$ cat config.mk
export PLATFORM = sky130hd
export DESIGN_NAME = gcd_unit
export DESIGN_NICKNAME = d
export VERILOG_FILES = /design/src/rtl/gcd_unit.sv
export SDC_FILE = /design/constraint.sdc
export NUM_CORES = 1
export LEC_CHECK = 0
export BUFFER_PORTS_ARGS = -buffer_cell sky130_fd_sc_hd__buf_2
export CAP_MARGIN = 20
export CORE_MARGIN = 2
export CORE_UTILIZATION = 30
export DETAILED_ROUTE_END_ITERATION = 16
export SLEW_MARGIN = 20
export SYNTH_ARGS = -nofsm -noshare
export SYNTH_HDL_FRONTEND = slang
export SYNTH_SLANG_ARGS = --single-unit
$ cat constraint.sdc
create_clock -name clk -period 5.37 [get_ports clk]
set_input_delay 0.537 -clock clk [delete_from_list [all_inputs] [get_ports clk]]
set_output_delay 0.537 -clock clk [all_outputs]
set_load 0.02 [all_outputs]
$ cat src/rtl/gcd_unit.sv
`default_nettype none
// ============================================================================
//  Module      : gcd_unit
//  Description : Iterative GCD engine. Operands A then B arrive serially on
//                data_in; repeated subtraction reduces them until equal (or
//                one is zero). done is high while the result sits on gcd_out.
//  Revision    : 1.0 - initial release
// ============================================================================
module gcd_unit #(
  parameter int WIDTH = 16
) (
  input  logic             clk,
  input  logic             rst,
  input  logic             start,
  input  logic [WIDTH-1:0] data_in,
  output logic             done,
  output logic [WIDTH-1:0] gcd_out
);

  typedef enum logic [2:0] {
    S_IDLE   = 3'd0,
    S_LOAD_A = 3'd1,
    S_LOAD_B = 3'd2,
    S_CALC   = 3'd3,
    S_DONE   = 3'd4
  } state_t;

  state_t           r_state;
  logic [WIDTH-1:0] r_a;
  logic [WIDTH-1:0] r_b;
  logic             r_done;

  // Datapath: comparator and the two subtractors feeding the A/B registers
  logic             w_a_eq_b;
  logic             w_a_gt_b;
  logic             w_a_zero;
  logic             w_b_zero;
  logic [WIDTH-1:0] w_a_minus_b;
  logic [WIDTH-1:0] w_b_minus_a;

  assign w_a_eq_b    = (r_a == r_b);
  assign w_a_gt_b    = (r_a > r_b);
  assign w_a_zero    = (r_a == '0);
  assign w_b_zero    = (r_b == '0);
  // Only the branch whose minuend is the larger operand is ever used,
  // so neither difference wraps when it is selected.
  assign w_a_minus_b = r_a - r_b;
  assign w_b_minus_a = r_b - r_a;

  // Controller and operand registers; done is a registered Moore flag for DONE
  always_ff @(posedge clk or posedge rst) begin
    if (rst) begin
      r_state <= S_IDLE;
      r_a     <= '0;
      r_b     <= '0;
      r_done  <= 1'b0;
    end else begin
      case (r_state)
        S_IDLE: begin
          if (start) begin
            r_state <= S_LOAD_A;
          end
        end
        S_LOAD_A: begin
          r_a     <= data_in;
          r_state <= S_LOAD_B;
        end
        S_LOAD_B: begin
          r_b     <= data_in;
          r_state <= S_CALC;
        end
        S_CALC: begin
          if (w_a_eq_b || w_b_zero) begin
            // A already holds the answer (covers GCD(0,0) = 0)
            r_state <= S_DONE;
            r_done  <= 1'b1;
          end else if (w_a_zero) begin
            // Move B into A so gcd_out presents the result
            r_a     <= r_b;
            r_state <= S_DONE;
            r_done  <= 1'b1;
          end else if (w_a_gt_b) begin
            r_a <= w_a_minus_b;
          end else begin
            r_b <= w_b_minus_a;
          end
        end
        S_DONE: begin
          // Hold the result until start is released; no auto-restart
          if (!start) begin
            r_state <= S_IDLE;
            r_done  <= 1'b0;
          end
        end
        default: begin
          r_state <= S_IDLE;
          r_done  <= 1'b0;
        end
      endcase
    end
  end

  assign done    = r_done;
  assign gcd_out = r_a;

endmodule
`default_nettype wire

---- Word-level counts from Yosys, hierarchy flattened ----
Cells that the tools add are included.
cells by class
  add/sub/neg operators ................... 2
  reduce and logical (&&, ||, !) cells .... 11
  bitwise gates (word level) .............. 1
  $lt $le $gt $ge ......................... 1
  divide/modulo/power cells ............... 0
  multiplexer cells ....................... 17
  eq/ne operators ......................... 12
  shift operators ......................... 0
  multipliers ............................. 0
operators with widths
  kind                                           number
  2-to-1 mux 16 bit                              6
  case mux 16 bit (2 select lines)               2
  logical NOT 16 bit                             2
  subtractor 16 bit                              2
  == test 16 bit                                 1
  > comparator 16 bit                            1
  case mux 3 bit (5 select lines)                1
  2-to-1 mux 3 bit                               4
  inequality test 2 bit, second input constant   5
  AND reduction 3 bit                            3
  == test 3 x 2 -> 1 bit, second input constant  2
  inequality test 3 bit, second input constant   2
  AND reduction 4 bit                            1
  nonzero test 2 bit                             2
  == test 3 x 1 -> 1 bit, second input constant  1
  == test 3 bit, second input constant           1
  logical NOT 3 bit                              1
  2-to-1 mux 1 bit                               3
  case mux 1 bit (3 select lines)                1
  OR reduction 3 bit                             1
  logical OR 1 bit                               1
  inverter 1 bit                                 1
word-level totals
  RAM bits ................................ 0
  flip-flop bits (word level) ............. 36
  memory bits (read-only) ................. 0
  bits of input ports ..................... 19
  output and inout port bits .............. 17
  bits in latches ......................... 0
  memories ................................ 0
  logic and storage cells ................. 48

---- Longest topological paths before layout ----
Gate-level depths: netlist (run 1).
  depth in word-level cells ............... 5
  mapped depth ............................ 12
  depth with buffers taken out ............ 10

---- Least setup slack after synthesis (run 1) ----
No wires, ideal clock.
  path kind ............................... reg-to-reg
  start point ............................. register r_a[0] (netlist: gcd_out[0])
  end point ............................... register r_a[10] (netlist: gcd_out[10])
  arrival time ............................ 2.603 ns
  stages on the path, launching flop included .. 11
  path slack .............................. 2.642 ns
  library setup time ...................... 0.125 ns
  cells stage by stage .................... dfrtp_1 -> inv_1 -> ha_1 -> fa_1 -> nand2b_1 -> a21oi_2 -> o21a_1 -> a221oi_2 -> a221oi_2 -> buf_4 -> mux2_2
between the ends
  word-level cells in the longest chain between the ends .. 5
  elaborated cells between the ends (all ways) .. 12
ends and longest elaborated chain
  item                              line  source
  start, declared                   29    logic [WIDTH-1:0] r_a;
  start signal, assigned            65    r_a <= data_in;
  start signal, assigned            79    r_a <= r_b;
  start signal, assigned            83    r_a <= w_a_minus_b;
  subtractor 16 bit                 47    assign w_a_minus_b = r_a - r_b;
  2-to-1 mux 16 bit                 82    end else if (w_a_gt_b) begin
  2-to-1 mux 16 bit                 77    end else if (w_a_zero) begin
  2-to-1 mux 16 bit                 73    if (w_a_eq_b || w_b_zero) begin
  case mux 16 bit (2 select lines)  58    case (r_state)
Several ways; a longest one is shown, not always the timed one. The select of a mux whose other input is x is not followed.
A chain may end at the register's enable or synchronous reset.

---- Worst setup path after layout (run 1) ----
  start point ............................. register r_a[0] (netlist: gcd_out[0])
  end point ............................... register r_a[5] (netlist: gcd_out[5])
The elaborated chain is that of the path after synthesis.

==> results of run 1 <==
-- sequential cells by signal (all words and copies together), names as in the netlist --
signal and flops:
done 1, r_state 3, r_b 16, gcd_out 16
-- synthesized netlist by cell type (3+ instances only) --
cell / count / area [um2]
sky130_fd_sc_hd__o21ai_0: 45 / 225
sky130_fd_sc_hd__a21oi_1: 37 / 185
sky130_fd_sc_hd__inv_1: 37 / 139
sky130_fd_sc_hd__dfrtp_1: 36 / 901
sky130_fd_sc_hd__nand2_1: 34 / 128
sky130_fd_sc_hd__nor2_1: 33 / 124
sky130_fd_sc_hd__ha_1: 31 / 388
sky130_fd_sc_hd__clkbuf_1: 15 / 56.3
sky130_fd_sc_hd__xnor2_1: 13 / 114
sky130_fd_sc_hd__a21o_1: 11 / 82.6
sky130_fd_sc_hd__nand2b_1: 11 / 68.8
sky130_fd_sc_hd__nand3_1: 9 / 45.0
sky130_fd_sc_hd__nor4_1: 9 / 56.3
sky130_fd_sc_hd__buf_2: 7 / 35.0
sky130_fd_sc_hd__nor3_1: 7 / 35.0
sky130_fd_sc_hd__o211ai_1: 7 / 52.6
sky130_fd_sc_hd__a211oi_1: 6 / 45.0
sky130_fd_sc_hd__and3_1: 6 / 37.5
sky130_fd_sc_hd__o21a_1: 6 / 45.0
sky130_fd_sc_hd__or2_2: 6 / 37.5
sky130_fd_sc_hd__a31oi_1: 5 / 31.3
sky130_fd_sc_hd__buf_6: 5 / 56.3
sky130_fd_sc_hd__nor2b_1: 5 / 31.3
sky130_fd_sc_hd__xor2_1: 5 / 43.8
sky130_fd_sc_hd__and2_1: 4 / 25.0
sky130_fd_sc_hd__mux2_2: 4 / 45.0
sky130_fd_sc_hd__mux2i_1: 4 / 40.0
sky130_fd_sc_hd__o21ai_1: 4 / 20.0
sky130_fd_sc_hd__o22ai_1: 4 / 25.0
sky130_fd_sc_hd__a22oi_1: 3 / 22.5
sky130_fd_sc_hd__and4_1: 3 / 26.3
sky130_fd_sc_hd__buf_4: 3 / 22.5
sky130_fd_sc_hd__mux2_1: 3 / 33.8
sky130_fd_sc_hd__nand4_1: 3 / 18.8
sky130_fd_sc_hd__nor3b_1: 3 / 22.5
sky130_fd_sc_hd__o31a_1: 3 / 26.3
-- metal layers --
metal | part of all wire | wire [um] | GRT usage
met1 | 0.46 | 4880 | 0.222
met3 | 0.064 | 690 | 0.0318
met5 | 0 | 0 | 0
met2 | 0.45 | 4820 | 0.270
met4 | 0.030 | 318 | 0.0748
-- critical path, stage by stage (launching register included) --
cell                       delay (ns)
sky130_fd_sc_hd__dfrtp_1         0.40
sky130_fd_sc_hd__inv_1           0.07
sky130_fd_sc_hd__ha_1            0.22
sky130_fd_sc_hd__fa_1            0.41
sky130_fd_sc_hd__nand2b_1        0.20
sky130_fd_sc_hd__a21oi_2         0.21
sky130_fd_sc_hd__o21a_1          0.32
sky130_fd_sc_hd__a221oi_2        0.14
sky130_fd_sc_hd__a221oi_4        0.53
sky130_fd_sc_hd__buf_4           0.35
sky130_fd_sc_hd__mux2_2          0.37
-- through the flow --
step	hold slack, ns	setup slack (ns)	cells	area [um2]
2_1_floorplan	0.492	2.64	459	3640
3_3_place_gp	0.493	2.18	616	3880
3_5_place_dp	0.516	2.06	616	3880
4_1_cts	0.384	2.02	624	4030
5_1_grt	0.429	1.82	624	4030
6_report	0.364	2.01	624	4030
-- layout make-up --
class                      instances  area, um2
timing repair buffer              40        213
inverter                          37        139
multi-input combinational        356       2440
clock buffer                       8        146
sequential                        36        901
fill                            1240       7890
tap                              147        184
-- logic make-up (layout without fill, tap and decap cells) --
family,after synthesis,count (layout),share of synthesized area
AND/OR/NAND/NOR,139,139,0.197
adder cells (fa/ha/maj),33,33,0.118
AO/OA/AOI/OAI,154,154,0.273
XOR/XNOR,18,18,0.0433
buffers and inverters,67,85,0.0849
flip-flops,36,36,0.248
multiplexers,12,12,0.0368
-- how the worst min path moves through the flow --
stage	from	to	slack, ns	cells past startpoint
after floorplan	r_b[11]	r_b[11]	0.49	2
after global placement	done	done	0.49	2
after detailed placement	done	done	0.52	2
after CTS	rst	gcd_out[14]	0.38	3
after global routing	rst	r_b[8]	0.43	3
final	rst	gcd_out[14]	0.36	3
==> impl_metrics.sql, run 1 <==
INSERT INTO impl_metrics (metric_group, metric, value, unit) VALUES
('critical_path', 'critical_path.endpoint', 'gcd_out[5]', ''),
('cts', 'clkLatencyLatePin', '0.29', 'ns'),
('die', 'core_region_area', '11900', 'um2'),
('worst_hold_path', 'worstHoldPathType', 'in2async', ''),
('status', 'run_status', 'complete, no violations', ''),
('critical_path', 'ff2ff_path_depth', '10', ''),
('critical_path', 'end_of_the_worst_register_to_register_path', 'gcd_out[5]', ''),
('logic_synthesis', 'post_synth_instance_area', '3640', 'um2'),
('logic_synthesis', 'ys.warnings.count', '0', ''),
('sta', 'finClkSkew', '0.00679', 'ns'),
('critical_path', 'setup.worst_path.start_class', 'flop', ''),
('grt', 'grt_pass1_wl', '17300', 'um'),
('sta', 'report.final.slew_viol_count', '0', ''),
('logic_synthesis', 'synthesis.instances', '459', ''),
('die', 'die_height', '114', 'um'),
('grt', 'grt.overflow.total', '0', ''),
('die', 'std_cell_rows', '40', ''),
('cts', 'ctsHtreeMaxLevel', '2', ''),
('critical_path', 'critical_path_required_time', '5.53', 'ns'),
('sta', 'worst_slew_margin', '0.477', ''),
('route', 'drt_first_iter_violations', '186', ''),
('sta', 'setup-tns-final', '0', 'ns'),
('final_layout', 'drive_above_1_share', '0.145', ''),
('critical_path', 'cp_max_fo', '19', ''),
('die', 'start_util', '0.306', ''),
('route', 'avgRoutedWirePerCell', '17.2', 'um'),
('die', 'chipWidth', '114', 'um'),
('cts', 'setup_fix_bufs_post_cts', '0', ''),
('logic_synthesis', 'synth-seq-cells', '36', ''),
('critical_path', 'timing.critical_path.to_type', 'flop', ''),
('sta', 'unrepaired_setup_endpoints_after_global_routing', 'no', ''),
('route', 'drt.antenna.violating_nets', '0', ''),
('route', 'drt_first_pass_iters', '5', ''),
('sta', 'final-hold-violation-count', '0', ''),
('logic_synthesis', 'syn-mean-instance-area', '7.93', 'um2'),
('critical_path', 'reg2reg_setup_slack', '2.01', 'ns'),
('route', 'finalWirelength', '10700', 'um'),
('logic_synthesis', 'synth_sequential_area_ratio', '0.248', ''),
('placement', 'finalWeightedCongestion', '0.906', ''),
('final_layout', 'synthToLayoutAreaGrowth', '10.6', '%'),
('final_layout', 'layout.core_utilization', '0.338', ''),
('cts', 'clk_path_buf_depth', '2', ''),
('critical_path', 'critPathArrivalTime', '3.53', 'ns'),
('grt', 'antenna_found_initial', '0', ''),
('cts', 'clk_pin_slew_worst_paths', '0.06', 'ns'),
('final_layout', 'most_used_cells_in_the_layout_excluding_fill_and_tap_cells', 'sky130_fd_sc_hd__o21ai_0 (45), sky130_fd_sc_hd__inv_1 (37), sky130_fd_sc_hd__a21oi_1 (37), sky130_fd_sc_hd__dfrtp_1 (36), sky130_fd_sc_hd__buf_2 (35)', ''),
('final_layout', 'mostFrequentLayoutCell', 'sky130_fd_sc_hd__o21ai_0', ''),
('cts', 'cts-buffers-inserted', '5', ''),
('route', 'num_vias', '3423', ''),
('cts', 'tritoncts', 'built', ''),
('route', 'avgViaCountPerCell', '5.49', ''),
('cts', 'cts_num_sinks', '36', ''),
('die', 'dieArea', '13000', 'um2'),
('sta', 'period_needed', '3.36', 'ns'),
('logic_synthesis', 'synth_cell_types', '62', ''),
('critical_path', 'critical_path_class', 'reg2reg', ''),
('logic_synthesis', 'synth_enable_flop_cells', '0', ''),
('placement', 'placement.io_buffers', '35', ''),
('cts', 'clk_root_buf', 'sky130_fd_sc_hd__clkbuf_16', ''),
('die', 'ios', '36', ''),
('sta', 'worst_pin_slew', '0.783', 'ns'),
('final_layout', 'antenna_cells_inserted', '0', ''),
('logic_synthesis', 'synth_fp_nets', '511', ''),
('run', 'drv.max_cap_violation_count', '0', ''),
('sta', 'finalSetupViolations', '0', ''),
('logic_synthesis', 'synthFlopType', 'sky130_fd_sc_hd__dfrtp_1', ''),
('final_layout', 'nNetsFinal', '528', ''),
('grt', 'all_layer_global_routing_usage', '0.169', ''),
('sta', 'layout_worst_path_cycle_share', '0.626', ''),
('sta', 'fmaxAchievable', '297', 'MHz'),
('grt', 'grt_pass1_vias', '3388', ''),
('cts', 'post_cts_hold_buffer_count', '0', ''),
('grt', 'grt_start_max_net_pins', '37', ''),
('placement', 'place_hpwl', '8020', 'um'),
('critical_path', 'critical_path.startpoint', 'gcd_out[0]', ''),
('logic_synthesis', 'synth_async_sr_flop_share', '1.00', ''),
('route', 'remaining_drc_errors', '0', ''),
('cts', 'cts_resized', '0', ''),
('critical_path', 'reg2reg_launch_point', 'gcd_out[0]', '');
Power of run 1 is not shown: default switching activity piles up to over one toggle a cycle in this logic, so the estimate is an artifact.
==> run 2, diff against run 1 <==
- ABC_AREA: default -> 1
- clock period: 5.37 -> 2.79 ns (I/O delays scaled with it)
==> run 2 against run 1 <==
Net effect: sequential share of layout area down 2.6 points; die area is 11% higher; count of clock-buffer cells in the layout decreased by 1; core utilization increased by 0.66 points; register-to-register slack worse by 1.7 ns; critical endpoint is now gcd_out[6]; largest cell class unchanged.
==> impl_metrics.sql, run 2 <==
INSERT INTO impl_metrics (metric_group, metric, value, unit) VALUES
('status', 'run_status', 'complete, no violations', ''),
('cts', 'cts-buffers-inserted', '5', ''),
('final_layout', 'fillers', '1467', ''),
('logic_synthesis', 'synth_cell_types', '38', ''),
('critical_path', 'critical-path-top-delay-family', 'simple AND/OR/NAND/NOR gates', ''),
('grt', 'all_layer_global_routing_usage', '0.183', ''),
('final_layout', 'synthToLayoutAreaGrowth', '12.2', '%'),
('logic_synthesis', 'synth_enable_flop_cells', '0', ''),
('logic_synthesis', 'synth-seq-cells', '36', ''),
('critical_path', 'critPathArrivalTime', '2.66', 'ns'),
('final_layout', 'antenna_cells_inserted', '0', ''),
('route', 'drt_first_iter_violations', '288', ''),
('sta', 'final-hold-violation-count', '0', ''),
('route', 'dr_wl_met3', '577', 'um'),
('critical_path', 'path_cells', 'inv_1 -> ha_1 -> fa_1 -> inv_1 -> nand2_1 -> nand3_2 -> nand2_1 -> nand2_1 -> nand2_1 -> nand2_1 -> nand2_2 -> nand2_2 -> nand2_4 -> buf_4 -> nand2_1 -> o21ai_0', ''),
('die', 'start_util', '0.307', ''),
('logic_synthesis', 'yosys.area_share.xor_xnor', '0.0108', ''),
('critical_path', 'count_of_buffer_and_inverter_cells_on_the_critical_path', '3', ''),
('cts', 'tritoncts', 'built', ''),
('route', 'remaining_drc_errors', '0', ''),
('die', 'chipWidth', '120', 'um'),
('placement', 'pre_cts_slack', '0.169', 'ns'),
('route', 'num_vias', '4166', ''),
('final_layout', 'area.sequential', '901', 'um2'),
('cts', 'clk_path_buf_depth', '2', ''),
('worst_hold_path', 'worstHoldPathType', 'in2async', ''),
('sta', 'report.final.slew_viol_count', '0', ''),
('placement', 'place_hpwl', '10100', 'um'),
('final_layout', 'multi_input_area', '2590', 'um2'),
('route', 'drt.antenna.violating_nets', '0', ''),
('sta', 'setup_ws', '0.300', 'ns'),
('grt', 'antenna_found_initial', '0', ''),
('die', 'std_cell_rows', '42', ''),
('sta', 'finClkSkew', '0.00500', 'ns'),
('sta', 'whs', '0.111', 'ns'),
('critical_path', 'cpPeakStageDelay', '0.41', 'ns'),
('cts', 'cts_num_sinks', '36', ''),
('critical_path', 'critical_path_class', 'reg2reg', ''),
('run', 'drv.max_cap_violation_count', '0', ''),
('critical_path', 'timing.critical_path.to_type', 'flop', ''),
('critical_path', 'critPathMostFrequentCell', 'sky130_fd_sc_hd__nand2_1', ''),
('cts', 'clk_pin_slew_worst_paths', '0.06', 'ns'),
('final_layout', 'nNetsFinal', '746', ''),
('critical_path', 'reg2reg_setup_slack', '0.30', 'ns'),
('sta', 'period_needed', '2.49', 'ns'),
('critical_path', 'cp_max_fo', '11', ''),
('sta', 'finalSetupViolations', '0', ''),
('final_layout', 'finalNonFillerCells', '870', ''),
('route', 'avgRoutedWirePerCell', '14.5', 'um'),
('route', 'drt_first_pass_iters', '5', ''),
('grt', 'grt_pass1_vias', '4086', ''),
('critical_path', 'reg2reg_launch_point', 'gcd_out[0]', ''),
('logic_synthesis', 'post_synth_and_or_nand_nor_area_fraction', '0.415', ''),
('logic_synthesis', 'yosys.area.top_type', 'sky130_fd_sc_hd__dfrtp_1', ''),
('logic_synthesis', 'synth.area.top_cells', 'sky130_fd_sc_hd__dfrtp_1 (22%), sky130_fd_sc_hd__nand2_1 (21%), sky130_fd_sc_hd__ha_1 (9.6%)', ''),
('logic_synthesis', 'synth_compound_area_frac', '0.107', ''),
('cts', 'clkLatencyLatePin', '0.29', 'ns'),
('final_layout', 'drive_above_1_share', '0.171', ''),
('sta', 'layout_worst_path_cycle_share', '0.893', ''),
('logic_synthesis', 'synthesis.instances', '658', ''),
('route', 'finalWirelength', '12600', 'um'),
('route', 'dr.max_layer_used', 'met4', ''),
('critical_path', 'setup.worst_path.start_class', 'flop', ''),
('grt', 'grt.overflow.total', '0', ''),
('die', 'ios', '36', ''),
('logic_synthesis', 'synth_top_family_by_area', 'simple AND/OR/NAND/NOR gates', ''),
('placement', 'finalWeightedCongestion', '0.928', ''),
('sta', 'worst_slew_margin', '0.640', ''),
('grt', 'grt_pass1_wl', '20800', 'um'),
('route', 'met2_wirelength', '5650', 'um'),
('sta', 'worst_pin_slew', '0.534', 'ns'),
('logic_synthesis', 'yosys.area_share.adder', '0.106', ''),
('sta', 'unrepaired_setup_endpoints_after_global_routing', 'no', ''),
('logic_synthesis', 'synth_async_sr_flop_share', '1.00', ''),
('grt', 'grt_start_max_net_pins', '37', ''),
('final_layout', 'mostFrequentLayoutCell', 'sky130_fd_sc_hd__nand2_1', ''),
('die', 'dieArea', '14500', 'um2'),
('critical_path', 'critical_path_required_time', '2.96', 'ns'),
('logic_synthesis', 'synth_fp_nets', '710', ''),
('logic_synthesis', 'synth_sequential_area_ratio', '0.222', ''),
('logic_synthesis', 'synth_top_area_share', '0.222', ''),
('placement', 'placement.io_buffers', '35', ''),
('die', 'core_region_area', '13200', 'um2'),
('route', 'avgViaCountPerCell', '4.79', ''),
('sta', 'setup-tns-final', '0', 'ns'),
('cts', 'ctsHtreeMaxLevel', '2', ''),
('logic_synthesis', 'synthFlopType', 'sky130_fd_sc_hd__dfrtp_1', ''),
('cts', 'clk_root_buf', 'sky130_fd_sc_hd__clkbuf_16', ''),
('logic_synthesis', 'post_synth_instance_area', '4050', 'um2'),
('logic_synthesis', 'yosysMostFrequentCell', 'sky130_fd_sc_hd__nand2_1', ''),
('logic_synthesis', 'syn-mean-instance-area', '6.16', 'um2'),
('critical_path', 'crit_path_top_delay_cell', 'sky130_fd_sc_hd__fa_1', ''),
('die', 'die_height', '120', 'um'),
('logic_synthesis', 'post_synth_most_frequent_cells', 'sky130_fd_sc_hd__nand2_1 (232), sky130_fd_sc_hd__inv_1 (103), sky130_fd_sc_hd__nand3_1 (51)', ''),
('logic_synthesis', 'post_synth_mux_area_share', '0', ''),
('route', 'met1_length', '6080', 'um'),
('placement', 'placedCellCount', '863', ''),
('final_layout', 'most_used_cells_in_the_layout_excluding_fill_and_tap_cells', 'sky130_fd_sc_hd__nand2_1 (232), sky130_fd_sc_hd__inv_1 (103), sky130_fd_sc_hd__nand3_1 (51), sky130_fd_sc_hd__nor2_1 (38), sky130_fd_sc_hd__dfrtp_1 (36)', ''),
('logic_synthesis', 'ys.warnings.count', '0', ''),
('critical_path', 'critical_path.startpoint', 'gcd_out[0]', ''),
('sta', 'fmaxAchievable', '402', 'MHz');
[run 2: metrics by stage]
step	util	instance area, um2
3_3_place_gp	0.332	4390
5_1_grt	0.345	4550
3_5_place_dp	0.332	4390
2_1_floorplan	-	4050
4_1_cts	0.344	4540
6_report	0.345	4550
[run 2: metal layers]
layer,GRT usage,up-vias
met4,0.0632,0
li1,-,2117
met1,0.253,1933
met3,0.0222,18
met5,0,-
met2,0.296,98
[run 2: logic make-up after synthesis]
group	Yosys count
flip-flops	36
adder cells (fa/ha/maj)	33
buffers and inverters	129
AO/OA/AOI/OAI	75
AND/OR/NAND/NOR	380
XOR/XNOR	5
[run 2: path summary, 6_finish.rpt]
kind,end,cells past startpoint
setup / recovery,gcd_out[6],16
hold / removal,r_b[10],3
setup reg to reg,gcd_out[6],16
hold reg to reg,done,2
max in group asynchronous,gcd_out[15],3
min in group clk,r_state[2],3
[run 2: final cells by class]
cell class              instances  share of cell area
multi-input cells             493               0.571
flip-flops and latches         36               0.198
inverters                     113              0.0939
repair buffers                 45              0.0551
well taps                     176              0.0484
clock buffers                   7              0.0336
[run 2: timing repair]
| action | 4_1_cts | 5_1_grt |
|---|---|---|
| endpoints found under the hold margin | 0 | 0 |
| setup endpoints to repair | 0 | 16 |
| resized for setup | 0 | 3 |
| hold buffers | 0 | 0 |
| setup buffers | 0 | 0 |
[run 2: worst register-to-register path, stage by stage (launching register included)]
cell	delay, ns
sky130_fd_sc_hd__dfrtp_1	0.40
sky130_fd_sc_hd__inv_1	0.11
sky130_fd_sc_hd__ha_1	0.24
sky130_fd_sc_hd__fa_1	0.41
sky130_fd_sc_hd__inv_1	0.12
sky130_fd_sc_hd__nand2_1	0.07
sky130_fd_sc_hd__nand3_2	0.09
sky130_fd_sc_hd__nand2_1	0.07
sky130_fd_sc_hd__nand2_1	0.09
sky130_fd_sc_hd__nand2_1	0.05
sky130_fd_sc_hd__nand2_1	0.08
sky130_fd_sc_hd__nand2_2	0.07
sky130_fd_sc_hd__nand2_2	0.08
sky130_fd_sc_hd__nand2_4	0.14
sky130_fd_sc_hd__buf_4	0.22
sky130_fd_sc_hd__nand2_1	0.06
sky130_fd_sc_hd__o21ai_0	0.07
Power of run 2 is left out for the same reason.
==> run 3, diff against run 2 <==
- RECOVER_POWER: default -> 50
==> run 3 against run 2 <==
Net effect: the run now ends with max-capacitance violations, max-slew violations left; register-to-register slack lost 0.02 ns; non-clock buffer count is the same; core utilization is 0.10 points lower; routed wire length rose by 0.33%; final cell count is the same; first-iteration DRC count grew 1.0%; largest cell class unchanged.
==> impl_metrics.sql, run 3 (synthesis gave the netlist of run 2 again) <==
INSERT INTO impl_metrics (metric_group, metric, value, unit) VALUES
('die', 'die_height', '120', 'um'),
('route', 'drt.antenna.violating_nets', '0', ''),
('worst_hold_path', 'hold_start', 'start', ''),
('route', 'avgViaCountPerCell', '4.78', ''),
('sta', 'whs', '0.281', 'ns'),
('final_layout', 'fillers', '1469', ''),
('placement', 'place_hpwl', '10100', 'um'),
('route', 'drt_first_pass_iters', '5', ''),
('route', 'finalWirelength', '12700', 'um'),
('grt', 'grt_pass1_vias', '4086', ''),
('final_layout', 'most_used_cells_in_the_layout_excluding_fill_and_tap_cells', 'sky130_fd_sc_hd__nand2_1 (232), sky130_fd_sc_hd__inv_1 (103), sky130_fd_sc_hd__nand3_1 (51), sky130_fd_sc_hd__nor2_1 (38), sky130_fd_sc_hd__dfrtp_1 (36)', ''),
('status', 'violations', 'max-capacitance violations, max-slew violations', ''),
('cts', 'clk_path_buf_depth', '2', ''),
('final_layout', 'mostFrequentLayoutCell', 'sky130_fd_sc_hd__nand2_1', ''),
('critical_path', 'timing.critical_path.to_type', 'flop', ''),
('cts', 'cts-buffers-inserted', '5', ''),
('cts', 'tritoncts', 'built', ''),
('final_layout', 'drive_above_1_share', '0.159', ''),
('critical_path', 'critPathArrivalTime', '2.68', 'ns'),
('die', 'start_util', '0.307', ''),
('final_layout', 'synthToLayoutAreaGrowth', '11.9', '%'),
('grt', 'all_layer_global_routing_usage', '0.183', ''),
('cts', 'cts_num_sinks', '36', ''),
('grt', 'grt_start_max_net_pins', '37', ''),
('worst_hold_path', 'worstHoldPathType', 'in2reg', ''),
('sta', 'report.final.slew_viol_count', '37', ''),
('placement', 'placement.io_buffers', '35', ''),
('sta', 'period_needed', '2.51', 'ns'),
('critical_path', 'setup.worst_path.start_class', 'flop', ''),
('run', 'drv.max_cap_violation_count', '1', ''),
('die', 'dieArea', '14500', 'um2'),
('cts', 'clk_root_buf', 'sky130_fd_sc_hd__clkbuf_16', ''),
('worst_hold_path', 'hold_path_endpoint', 'r_state[2]', ''),
('cts', 'clk_pin_slew_worst_paths', '0.06', 'ns'),
('worst_hold_path', 'min_delay_path_depth', '3', ''),
('die', 'std_cell_rows', '42', ''),
('route', 'num_vias', '4161', ''),
('sta', 'fmaxAchievable', '399', 'MHz'),
('grt', 'antenna_found_initial', '0', ''),
('sta', 'finalSetupViolations', '0', ''),
('grt', 'grt.overflow.total', '0', ''),
('critical_path', 'critical_path_class', 'reg2reg', ''),
('critical_path', 'end_of_the_worst_register_to_register_path', 'gcd_out[6]', ''),
('critical_path', 'cp_max_fo', '11', ''),
('sta', 'unrepaired_setup_endpoints_after_global_routing', 'no', ''),
('route', 'avgRoutedWirePerCell', '14.6', 'um'),
('grt', 'grt_pass1_wl', '20800', 'um'),
('sta', 'worst_slew_margin', '-0.473', ''),
('cts', 'ctsHtreeMaxLevel', '2', ''),
('die', 'ios', '36', ''),
('cts', 'setup_fix_bufs_post_cts', '0', ''),
('route', 'remaining_drc_errors', '0', ''),
('placement', 'finalWeightedCongestion', '0.928', ''),
('route', 'drt_first_iter_violations', '291', ''),
('critical_path', 'critical_path_required_time', '2.96', 'ns'),
('final_layout', 'nNetsFinal', '746', ''),
('sta', 'layout_worst_path_cycle_share', '0.899', ''),
('critical_path', 'ff2ff_path_depth', '16', ''),
('die', 'chipWidth', '120', 'um'),
('die', 'core_region_area', '13200', 'um2'),
('final_layout', 'layout.core_utilization', '0.344', ''),
('sta', 'finClkSkew', '0.00442', 'ns'),
('sta', 'setup-tns-final', '0', 'ns'),
('final_layout', 'antenna_cells_inserted', '0', ''),
('status', 'run_status', 'finished, violations left', ''),
('cts', 'clkLatencyLatePin', '0.29', 'ns'),
('sta', 'worst_pin_slew', '2.21', 'ns'),
('critical_path', 'reg2reg_launch_point', 'gcd_out[0]', ''),
('sta', 'final-hold-violation-count', '0', ''),
('critical_path', 'reg2reg_setup_slack', '0.28', 'ns');
run 3: worst max path at each step:
stage | from | slack, ns | end
after global routing | gcd_out[0] | 0.04 | gcd_out[5]
after global placement | gcd_out[0] | 0.24 | gcd_out[15]
after detailed placement | gcd_out[0] | 0.17 | gcd_out[13]
after floorplan | gcd_out[0] | 0.48 | gcd_out[1]
final | gcd_out[0] | 0.28 | gcd_out[6]
after CTS | gcd_out[0] | 0.16 | gcd_out[13]
run 3: through the flow:
step | worst slack, ns | std cells | instance area (um2)
final | 0.281 | 870 | 4530
after detailed placement | 0.169 | 863 | 4390
after floorplan | 0.484 | 658 | 4050
after global placement | 0.236 | 863 | 4390
after CTS | 0.155 | 870 | 4540
after global routing | 0.0391 | 870 | 4530
run 3: final cells by class:
class / count / area (um2) / share of cell area
inverter: 113 / 427 / 0.0941
tap: 176 / 220 / 0.0486
multi-input combinational: 493 / 2590 / 0.573
clock buffer: 7 / 153 / 0.0337
sequential: 36 / 901 / 0.199
timing repair buffer: 45 / 236 / 0.0522
run 3: timing repair:
| item | CTS | global route |
|---|---|---|
| endpoints found under the setup margin | 0 | 16 |
| hold buffers | 0 | 0 |
| gates resized for setup | 0 | 3 |
run 3: worst max-delay path, stage by stage (launching register included):
cell                      delay [ns]
sky130_fd_sc_hd__dfrtp_1        0.41
sky130_fd_sc_hd__inv_1          0.11
sky130_fd_sc_hd__ha_1           0.24
sky130_fd_sc_hd__fa_1           0.41
sky130_fd_sc_hd__inv_1          0.12
sky130_fd_sc_hd__nand2_1        0.07
sky130_fd_sc_hd__nand3_2        0.09
sky130_fd_sc_hd__nand2_1        0.08
sky130_fd_sc_hd__nand2_1        0.09
sky130_fd_sc_hd__nand2_1        0.05
sky130_fd_sc_hd__nand2_1        0.08
sky130_fd_sc_hd__nand2_2        0.07
sky130_fd_sc_hd__nand2_2        0.08
sky130_fd_sc_hd__nand2_4        0.14
sky130_fd_sc_hd__buf_4          0.22
sky130_fd_sc_hd__nand2_1        0.06
sky130_fd_sc_hd__o21ai_0        0.07
run 3: layer usage:
| layer | vias to the layer above | wire length, um | GRT usage |
|---|---|---|---|
| li1 | 2116 | - | - |
| met1 | 1929 | 6010 | 0.253 |
| met2 | 98 | 5700 | 0.296 |
| met3 | 18 | 632 | 0.0222 |
| met4 | 0 | 332 | 0.0632 |
| met5 | - | 0 | 0 |
Power of run 3 is left out for the same reason.
